[src/rtl/mole_round_ctrl.sv]
// Whack-a-mole round sequencer: start/stop, seconds countdown, LFSR mole spawning,
// per-mole lifetimes, hit/miss detection and a saturating 0..99 score.

module mole_round_lane #(
  parameter int MOLE_LIFE = 15
) (
  input  logic clk,
  input  logic reset,
  input  logic clear,
  input  logic slot,
  input  logic spawn,
  input  logic sw_edge,
  output logic up,
  output logic hit,
  output logic miss
);
  logic [7:0] life;
  logic       expire;

  assign hit    = up & sw_edge;
  assign expire = slot & up & (life == 8'd1);
  // A hit landing on the expiry slot wins, so it is not also a miss.
  assign miss   = expire & ~hit;

  always_ff @(posedge clk or negedge reset) begin
    if (!reset) begin
      up   <= 1'b0;
      life <= 8'd0;
    end else if (clear) begin
      up   <= 1'b0;
      life <= 8'd0;
    end else if (spawn) begin
      up   <= 1'b1;
      life <= 8'(MOLE_LIFE);
    end else if (hit | expire) begin
      up   <= 1'b0;
    end else if (slot & up) begin
      life <= life - 8'd1;
    end
  end
endmodule

module mole_round_ctrl #(
  parameter int          TICK_DIV   = 100000000,
  parameter int          SPAWN_DIV  = 10000000,
  parameter int          ROUND_SECS = 60,
  parameter int          MOLE_LIFE  = 15,
  parameter logic [15:0] LFSR_SEED  = 16'hACE1
) (
  input  logic       clk,
  input  logic       reset,
  input  logic       start,
  input  logic [3:0] sw,
  output logic [3:0] mole,
  output logic [7:0] seconds,
  output logic [7:0] score,
  output logic       round_active,
  output logic       game_over,
  output logic       hit_pulse,
  output logic       miss_pulse,
  output logic       score_clear
);
  localparam int NUM_LANES = 4;
  localparam int TW = (TICK_DIV  > 1) ? $clog2(TICK_DIV)  : 1;
  localparam int SW = (SPAWN_DIV > 1) ? $clog2(SPAWN_DIV) : 1;

  typedef enum logic [1:0] {IDLE, PLAY, OVER} state_t;
  state_t state, state_nxt;

  logic                 start_s1, start_s2, start_d, start_edge;
  logic [NUM_LANES-1:0] sw_s1, sw_s2, sw_d, sw_edge;
  logic [TW-1:0]        tick_cnt;
  logic [SW-1:0]        spawn_cnt;
  logic [15:0]          lfsr;
  logic                 play, go, to_over, tick_wrap, slot;
  logic [NUM_LANES-1:0] spawn_v, hit_v, miss_v, miss_eff;
  logic [2:0]           hits, misses;
  logic signed [8:0]    score_sum;
  logic [7:0]           score_nxt;

  function automatic logic [2:0] popcnt(input logic [NUM_LANES-1:0] v);
    logic [2:0] c;
    c = 3'd0;
    for (int i = 0; i < NUM_LANES; i++) c = c + 3'(v[i]);
    return c;
  endfunction

  // Two-flop synchronizers plus a third register for rising-edge detect.
  always_ff @(posedge clk or negedge reset) begin
    if (!reset) begin
      start_s1 <= 1'b0;
      start_s2 <= 1'b0;
      start_d  <= 1'b0;
      sw_s1    <= '0;
      sw_s2    <= '0;
      sw_d     <= '0;
    end else begin
      start_s1 <= start;
      start_s2 <= start_s1;
      start_d  <= start_s2;
      sw_s1    <= sw;
      sw_s2    <= sw_s1;
      sw_d     <= sw_s2;
    end
  end

  assign start_edge = start_s2 & ~start_d;
  assign sw_edge    = sw_s2 & ~sw_d;
  assign play       = (state == PLAY);
  assign tick_wrap  = play & (tick_cnt == TW'(TICK_DIV - 1));
  assign slot       = play & (spawn_cnt == SW'(SPAWN_DIV - 1));

  always_comb begin
    state_nxt = state;
    go        = 1'b0;
    to_over   = 1'b0;
    case (state)
      IDLE, OVER: begin
        if (start_edge) begin
          go        = 1'b1;
          state_nxt = PLAY;
        end
      end
      PLAY: begin
        if (tick_wrap && seconds == 8'd1) begin
          to_over   = 1'b1;
          state_nxt = OVER;
        end
      end
      default: state_nxt = IDLE;
    endcase
  end

  // Spawn target is judged against the pre-slot mole vector, so a mole that
  // expires or is hit on this edge cannot come straight back.
  always_comb begin
    spawn_v = '0;
    if (slot && lfsr[3:2] == 2'b00 && !mole[lfsr[1:0]])
      spawn_v[lfsr[1:0]] = 1'b1;
  end

  for (genvar i = 0; i < NUM_LANES; i++) begin : g_lane
    mole_round_lane #(.MOLE_LIFE(MOLE_LIFE)) u_lane (
      .clk     (clk),
      .reset   (reset),
      .clear   (go | to_over),
      .slot    (slot),
      .spawn   (spawn_v[i]),
      .sw_edge (sw_edge[i] & play),
      .up      (mole[i]),
      .hit     (hit_v[i]),
      .miss    (miss_v[i])
    );
  end

  // Moles swept away by the end of the round are not misses.
  assign miss_eff  = miss_v & {NUM_LANES{~to_over}};
  assign hits      = popcnt(hit_v);
  assign misses    = popcnt(miss_eff);
  assign score_sum = $signed({1'b0, score}) + $signed({6'b0, hits}) - $signed({6'b0, misses});

  always_comb begin
    score_nxt = score_sum[7:0];
    if (score_sum < 9'sd0)       score_nxt = 8'd0;
    else if (score_sum > 9'sd99) score_nxt = 8'd99;
  end

  always_ff @(posedge clk or negedge reset) begin
    if (!reset) begin
      state       <= IDLE;
      tick_cnt    <= '0;
      spawn_cnt   <= '0;
      lfsr        <= LFSR_SEED;
      seconds     <= 8'(ROUND_SECS);
      score       <= 8'd0;
      hit_pulse   <= 1'b0;
      miss_pulse  <= 1'b0;
      score_clear <= 1'b0;
    end else begin
      state       <= state_nxt;
      hit_pulse   <= |hit_v;
      miss_pulse  <= |miss_eff;
      score_clear <= go;

      if (go || state_nxt != PLAY) begin
        tick_cnt  <= '0;
        spawn_cnt <= '0;
      end else begin
        tick_cnt  <= tick_wrap ? '0 : tick_cnt + 1'b1;
        spawn_cnt <= slot ? '0 : spawn_cnt + 1'b1;
      end

      if (slot) lfsr <= {lfsr[14:0], lfsr[15] ^ lfsr[13] ^ lfsr[12] ^ lfsr[10]};

      if (go)             seconds <= 8'(ROUND_SECS);
      else if (tick_wrap) seconds <= seconds - 8'd1;

      if (go)        score <= 8'd0;
      else if (play) score <= score_nxt;
    end
  end

  assign round_active = (state == PLAY);
  assign game_over    = (state == OVER);
endmodule
[config.mk]
export PLATFORM = sky130hd
export DESIGN_NAME = mole_round_ctrl
export DESIGN_NICKNAME = d
export VERILOG_FILES = /design/src/rtl/mole_round_ctrl.sv
export SDC_FILE = /design/constraint.sdc
export NUM_CORES = 1
export LEC_CHECK = 0
export ABC_AREA = 1
export CORE_MARGIN = 5
export CORE_UTILIZATION = 40
export CTS_CLUSTER_DIAMETER = 40
export CTS_CLUSTER_SIZE = 12
export DETAILED_ROUTE_END_ITERATION = 16
export SKIP_CTS_REPAIR_TIMING = 1
export SLEW_MARGIN = 20
export SYNTH_ARGS = -nofsm -noshare
export SYNTH_HDL_FRONTEND = slang
export SYNTH_SLANG_ARGS = --single-unit
[constraint.sdc]
create_clock -name clk -period 11.75 [get_ports clk]
set_input_delay 2.9375 -clock clk [delete_from_list [all_inputs] [get_ports clk]]
set_output_delay 2.9375 -clock clk [all_outputs]
set_load 0.005 [all_outputs]
* Word level (Yosys, flattened, before mapping) *
Cells that the tools add are included.

storage, ports and cells
  input port bits = 7
  output and inout port bits = 25
  bits in registers = 139
  word-level logic and storage cells = 171

operators by class
  bitwise gates (word level) = 40
  order comparisons = 4
  add/sub/neg operators = 15
  multiplexer cells = 50
  eq/ne operators = 14
  reduce and logical (&&, ||, !) cells = 25

operators with widths
  cell                     number
  $mux W8                  22
  $mux W27                 2
  $mux W24                 2
  $eq A8 B1 Y1 const B     5
  $sub A8 B1 Y8 const B    5
  $add A27 B1 Y27 const B  1
  $eq A27 B27 Y1 const B   1
  $add A24 B1 Y24 const B  1
  $eq A24 B24 Y1 const B   1
  $reduce_bool A3 Y1       8
  $and A1 B1 Y1            23
  $mux W1                  18
  $add A8 B3 Y9            1
  $gt A9 B8 Y1 const B     1
  $lt A9 B1 Y1 const B     1
  $ne A3 B3 Y1 const B     3
  $sub A9 B4 Y9            1
  $and A4 B4 Y4            2
  $reduce_and A2 Y1        4
  $reduce_or A4 Y1         2
  $add A2 B1 Y3            2
  $add A3 B1 Y3            2
  $not A1 Y1               6
  $or A1 B1 Y1             5
  other kinds (20)         29

* Depth between registers and ports, before layout *
Gate-level depths: netlist (run 1).

  word-level depth = 16
  depth in mapped cells = 28
  depth with buffers taken out = 28

* By module *
Synthesis (run 1) repeated with hierarchy kept, for this count alone.

second synthesis, totals
  cell total of the unflattened synthesis = 1082
  area total of the unflattened synthesis = 8459.4 µm²

modules (own cells, without submodules)
  module           cells each  times used  area each (µm²)
  mole_round_ctrl  710         1           5771.8
  mole_round_lane  93          4           671.9

* Worst setup path before layout (run 1) *
Ideal clock, no wire load.

  path type = reg2reg
  start = register tick_cnt[0]
  end = register score[2]
  data required time = 11.684 ns
  cell stages (with the launch flop) = 25
  path buffers = 0
  setup slack = 6.974 ns
  setup time = 0.066 ns
  arrival time = 4.711 ns
  path through = dfrtp_1 -> ha_1 -> nand3_1 -> inv_1 -> nand2_4 -> inv_1 -> nand4_1 -> nor2_1 -> nand3_1 -> nand3b_1 -> inv_1 -> fa_1 -> ha_1 -> ha_1 -> fa_1 -> fa_1 -> fa_1 -> nand3b_1 -> nand2_1 -> nand2_1 -> nand3_1 -> nand2_1 -> nor2_1 -> nand4_1 -> nand2_1

between the ends
  longest elaborated chain between the ends = 16
  elaborated cells on any way between the ends = 17
  classes of those cells = 4 x add/sub; 2 x order compare; 1 x eq/ne; 6 x mux; 3 x bitwise; 1 x reduce/logical

ends and longest elaborated chain
  what                    RTL line  text
  start, declared         72        logic [TW-1:0] tick_cnt;
  start signal, assigned  189       tick_cnt <= tick_wrap ? '0 : tick_cnt + 1'b1;
  $eq A27 B27 Y1 *        110       assign tick_wrap = play & (tick_cnt == TW'(TICK_DIV - 1));
  $and A1 B1 Y1 *         110
  $logic_and A1 B1 Y1 *   125       if (tick_wrap && seconds == 8'd1) begin
  $mux W1 *               125
  $mux W1 *               117       case (state)
  $not A1 Y1 *            157       assign miss_eff = miss_v & {NUM_LANES{~to_over}};
  $and A4 B4 Y4 *         157
  $add A1 B1 Y2           84        for (int i = 0; i < NUM_LANES; i++) c = c + 3'(v[i]);
  $add A2 B1 Y3           84
  $add A3 B1 Y3 *         84
  $sub A9 B4 Y9 *         160       assign score_sum = $signed({1'b0, score}) + $signed({6'b0, hits}) - $signed({6'b0, misses});
  $gt A9 B8 Y1            165       else if (score_sum > 9'sd99) score_nxt = 8'd99;
  $mux W8                 165
  $mux W8 *               164       if (score_sum < 9'sd0) score_nxt = 8'd0;
  $mux W8 *               199       else if (play) score <= score_nxt;
  $mux W8 *               198       if (go) score <= 8'd0;
  end signal, assigned    199
  end, declared           56        output logic [7:0] score,

Every way passes the cells marked *; elsewhere a longest branch is shown, timed or not. The select of a mux whose other input is x is not followed.
A chain may end at the register's enable or synchronous reset.

* Worst setup path after layout (run 1) *
  start = register state[1]
  end = register score[2]

between the ends
  longest elaborated chain between the ends = 16
  elaborated cells on any way between the ends = 51
  classes of those cells = 8 x add/sub; 2 x order compare; 2 x eq/ne; 7 x mux; 28 x bitwise; 4 x reduce/logical

ends and longest elaborated chain
  what                                                                    RTL line  text
  start, declared                                                         68        state_t state, state_nxt;
  start signal, assigned                                                  180       state <= state_nxt;
  parallel branches: the longest is 16 deep, another holds $add A8 B3 Y9  -

Several ways; the timed one is not identified. The select of a mux whose other input is x is not followed.

==> results.yml, run 1 <==
run_status:
  outcome: "finished clean"
synthesis:
  syn-cell-area_mm2: 0.00827
  async_reset_ff_share_pct: 100
  yosys.area.top_type_share_pct: 38.4
  synth-seq-cells: 139
  synth_area_leaders: "dfrtp_1 38%, nand2_1 9.4%, nor2_1 6.9%"
  synth_top_cell_by_area: "dfrtp_1"
  yosysSeqAreaShare_pct: 42.3
  syn-num-nets: 1086
  synthFlopType: "dfrtp_1"
  yosysUniqueCellTypes: 42
  yosysWarnings: 0
  synthCells: 1043
  syn_avg_cell_area_um2: 7.93
  synth_edf_count: 0
cells_and_area:
  final_common_cell: "nand2_1"
  fillCellCount: 1992
  most-common-layout-cells: "208 x nand2_1, 153 x nor2_1, 127 x dfrtp_1"
  areaGrowthSynthToFinish_pct: 14.4
  drive_gt1_share_pct: 9.45
  diodes: 0
  fin_nets: 1120
setup_path:
  cpMostUsedCell: "nand2_1"
  cp.arrival_ns: 5.89
  startpoint_type: "flip-flop"
  end_kind: "flip-flop"
  worst-setup-path-type: "reg2reg"
  cp_slowest_cell: "inv_1"
  cp_max_fo: 13
  cpPeakStageDelay_ns: 0.51
  crit_chain: "inv_1 > nand2_1 > inv_1 > nand2_1 > nor2_1 > nand3_1 > nor2_1 > nand3_1 > nand3b_1 > inv_1 > fa_1 > ha_1 > ha_1 > fa_1 > fa_1 > fa_1 > nand3b_1 > nand2_1 > nand2_1 > nand3_1 > nand2_1 > nor2_1 > nand4_1 > nand2_1"
  critPathRequiredTime_ns: 12.11
clock_tree:
  ctsRootBufferMaster: "clkbuf_16"
  cts_tree: "yes"
  htreeDepth: 4
  cts.sinks: 139
  cts_made_buffers: 17
  clock_latency_ns: 0.43
  cts.clk_slew.worst_paths_ns: 0.06
  clock_path_buffers: 2
timing:
  min_period_ns: 5.53
  whs_ns: 0.348
  finalClockSkew_ns: 0.0119
  worst_pin_slew_ns: 0.917
  max-slew-margin-rel_pct: 38.7
  drv_slew: 0
  tns_ns: 0
  hold_viol_final: 0
  setup_slack_ns: 6.22
  finalCritPeriodShare_pct: 47.1
  rsz0062_at_grt: "false"
  setup_violations: 0
  fmax_mhz: 181
power_and_ir_drop:
  max-vdd-ir-drop_mv: 0.0767
  cellLeakagePower_nw: 4.45
  powerDensity_mw_per_mm2: 156
global_routing:
  antenna_found_initial: 0
  grtUsageTotal_pct: 16.0
  grt_pass1_vias: 6524
  grt.overflow.total: 0
  grt_first_pass_wirelength_mm: 31.8
  grt_max_degree: 78
routing:
  drt_iter0_drc: 447
  totalWireLength_mm: 18.0
  ant_nets: 0
  num_vias: 6743
  first_pass_iters: 5
  post-route-drc-count: 0
  wire_per_inst_um: 13.3
  via_per_inst: 4.96
die:
  die_x_um: 154
  start_util_pct: 40.7
  die_h_um: 154
  rows: 52
  coreArea_mm2: 0.0203
  die_area_mm2: 0.0236
  io_pins: 32
placement:
  place_ws_ns: 6.25
  dp.final_hpwl_mm: 12.9
  gp_congestion: 0.853
  io_buffers: 31
job:
  max_cap_viol_count: 0
min_path:
  holdCritPathClass: "reg2reg"
## critical path, delay by kind of cell, from the launching register on
family | cells | cell delay (ns)
fa+ha+maj | 6 | 2.27
simple gates | 15 | 2.13
buf+inv | 3 | 0.69
flops | 1 | 0.37
## stage by stage
step | instances | power, mW | utilization [%] | area [um2]
3_3_place_gp | 1328 | 0.889 | 43.4 | 8810
3_5_place_dp | 1328 | 0.892 | 43.4 | 8810
4_1_cts | 1360 | 1.49 | 46.6 | 9460
5_1_grt | 1360 | 1.57 | 46.6 | 9460
6_report | 1360 | 1.47 | 46.6 | 9460
2_1_floorplan | 1043 | 0.819 | - | 8270
## state kept, by name, indices dropped and copies added, names as in the netlist, 4 cells and up
| signal | count |
|---|---|
| sw_d | 4 |
| score | 8 |
| lfsr | 16 |
| g_lane.u_lane.up | 4 |
| seconds | 8 |
| sw_s1 | 4 |
| tick_cnt | 27 |
| spawn_cnt | 24 |
| g_lane.u_lane.life | 32 |
| sw_s2 | 4 |
## synth_stat cells, types with 3 or more instances
cell type  count
a21oi_1       46
and3_1         3
buf_2          4
buf_4         10
dfrtp_1      127
dfstp_2       12
fa_1           4
ha_1          32
inv_1        118
inv_2         10
nand2_1      208
nand2_2        9
nand2_4        3
nand3_1       78
nand3_2        3
nand3_4        4
nand3b_1      18
nand4_1       31
nor2_1       153
nor2_2        17
nor3_1        41
nor3b_1        3
nor4_1         4
o21ai_0       20
or2_2          4
xnor2_1       20
xor2_1        41
## final timing paths
| path | from | end | slack, ns | cells after the start |
|---|---|---|---|---|
| min in group asynchronous | reset | spawn_cnt[0] | 2.49 | 1 |
| worst max register to register | state[1] | score[2] | 6.22 | 24 |
| worst min-delay path | start_s1 | start_s2 | 0.35 | 0 |
| worst max-delay path | state[1] | score[2] | 6.22 | 24 |
| max in group asynchronous | reset | g_lane[3].u_lane.life[0] | 8.17 | 2 |
| worst min register to register | start_s1 | start_s2 | 0.35 | 0 |
## cells by family after synthesis
kind of cell,after synthesis,share of synthesized area [%]
AOI/OAI and AO/OA,74,4.66
DFF,139,42.3
xor gates and xnor gates,61,6.46
adders and majority gates,36,5.81
buffers and inverters,147,7.31
and+or+nand+nor,586,33.5
## layout make-up
class                   count  area (um2)  share of cell area [%]
clock buffers              19         433                    4.58
clock inverters            13         214                    2.26
inverters                 130         490                    5.18
multi-input cells         757        4170                    44.1
flip-flops and latches    139        3490                    36.9
well taps                 270         338                    3.57
repair buffers             32         323                    3.41
## where the power goes
part | internal (mW) | switching (mW)
Combinational | 0.128 | 0.169
Sequential | 0.532 | 0.0529
Clock | 0.379 | 0.214
## routing by layer
metal | up-vias | track usage [%] | wire [um]
li1 | 3436 | - | -
met1 | 3136 | 22.1 | 8610
met2 | 145 | 25.3 | 8370
met3 | 26 | 2.75 | 698
met4 | 0 | 5.97 | 346
met5 | - | 0 | 0
Note: power is estimated with default switching activity, not from simulation.
==> run 2: changes to the inputs <==
Clock period 11.75 ns to 4.4 ns, I/O delays scaled along.
==> results.yml, run 2 (synthesized netlist as in run 1, its figures left out) <==
clock_tree:
  cts_tree: "yes"
  clock_path_buffers: 2
  ctsRootBufferMaster: "clkbuf_16"
  cts.clk_slew.worst_paths_ns: 0.06
  clock_latency_ns: 0.43
  cts_made_buffers: 17
  htreeDepth: 4
  cts.sinks: 139
placement:
  dp_cells: 1444
  gp_congestion: 0.860
  dp.final_hpwl_mm: 14.0
  io_buffers: 31
cells_and_area:
  diodes: 0
  fin_nets: 1238
  most-common-layout-cells: "203 x nand2_1, 150 x nor2_1, 127 x dfrtp_1"
  largestRegisters: "g_lane.u_lane.life: 32 flops, tick_cnt: 27 flops, spawn_cnt: 24 flops"
  drive_gt1_share_pct: 20.4
  largest_reg_flops: 32
  final_common_cell: "nand2_1"
  fin_cells: 1478
  areaGrowthSynthToFinish_pct: 26.2
  regMostFlops: "g_lane.u_lane.life"
timing:
  min_period_ns: 4.62
  drv_slew: 0
  finalClockSkew_ns: 0.00867
  finalCritPeriodShare_pct: 105
  hold_viol_final: 0
  worst_pin_slew_ns: 0.945
  tns_ns: -1.41
  setup_slack_ns: -0.219
  setup_violations: 7
  max-slew-margin-rel_pct: 36.8
  fmax_mhz: 216
  rsz0062_at_grt: "true"
power_and_ir_drop:
  finalPower_mw: 4.06
  max-vdd-ir-drop_mv: 0.294
  internal-power_mw: 2.86
  switching_share_pct: 29.6
  pwr-share-clk_pct: 38.3
  power_switching_mw: 1.20
  pwr-share-seq_pct: 37.3
  cellLeakagePower_nw: 5.02
  pwr-share-comb_pct: 24.4
  powerDensity_mw_per_mm2: 389
routing:
  num_vias: 7098
  ant_nets: 0
  first_pass_iters: 5
  totalWireLength_mm: 19.2
  wire_per_inst_um: 13.0
  via_per_inst: 4.80
  post-route-drc-count: 0
  drt_iter0_drc: 402
setup_path:
  cpMostUsedCell: "nand2_1"
  cp.arrival_ns: 4.93
  startpoint: "tick_cnt[11]"
  startpoint_type: "flip-flop"
  cp_max_fo: 5
  worst-setup-path-type: "reg2reg"
  critPathRequiredTime_ns: 4.72
  path_buf_inv: 2
  cp_slowest_cell: "fa_1"
  cp_top_family: "adder cells"
  cpPeakStageDelay_ns: 0.58
  r2r_start: "tick_cnt[11]"
  end_kind: "flip-flop"
die:
  die_h_um: 154
  coreArea_mm2: 0.0203
  start_util_pct: 40.7
  die_x_um: 154
  die_area_mm2: 0.0236
  rows: 52
  io_pins: 32
global_routing:
  grt_max_degree: 86
  grt.overflow.total: 0
  grtUsageTotal_pct: 17.0
  grt_first_pass_wirelength_mm: 33.5
  antenna_found_initial: 0
  grt_pass1_vias: 7058
min_path:
  holdCritPathClass: "reg2reg"
  worstHoldStart: "sw_s1[3]"
run_status:
  outcome: "complete, but fails checks"
  violations: "negative setup slack"
job:
  max_cap_viol_count: 0
==> run 2: cell count changes in the layout (fill, tap and decap cells not counted), sizes merged <==
cell and change:
clkinv -1, bufinv -2, inv -3, buf +118, clkinvlp +2, clkbuf +4
==> run 2: layer usage <==
metal  wire length (um)  share of wire [%]  track usage (%)
met5                  0                  0                0
met4                275                1.4             4.92
met3                571                3.0             3.18
met2               9170                 48             28.2
met1               9190                 48             22.9
==> run 2: cell type report <==
type	count	area, um2
Clock inverter	9	134
Sequential cell	139	3490
Inverter	130	490
Clock buffer	23	508
Tap cell	270	338
Fill cell	1966	9870
Multi-Input combinational cell	757	4250
Timing Repair Buffer	150	1220
==> run 2: per-stage QoR <==
step / util [%] / area [um2] / worst slack, ns / hold slack, ns
final: 51.4 / 10400 / -0.219 / 0.350
after floorplan: - / 8300 / -0.138 / 0.331
after global placement: 47.9 / 9720 / -0.289 / 0.333
after global routing: 51.4 / 10400 / -0.557 / 0.372
after CTS: 51.1 / 10400 / -0.507 / 0.352
after detailed placement: 47.9 / 9720 / -0.414 / 0.338
==> run 2: path summary, 6_finish.rpt <==
check / endpoint / slack (ns) / cells past startpoint
setup / recovery: score[1] / -0.22 / 25
hold / removal: sw_s2[3] / 0.35 / 0
setup reg to reg: score[1] / -0.22 / 25
hold reg to reg: sw_s2[3] / 0.35 / 0
max in group asynchronous: lfsr[0] / 2.82 / 2
min in group asynchronous: g_lane[2].u_lane.life[3] / 0.72 / 1
==> run 2: power groups by stage <==
stage          clock [mW]  combinational, mW  sequential, mW
2_1_floorplan           0              0.642            1.55
3_3_place_gp            0              0.980            1.53
3_5_place_dp            0              0.994            1.53
4_1_cts              1.58               1.00            1.51
5_1_grt              1.64               1.14            1.53
6_report             1.56              0.991            1.51
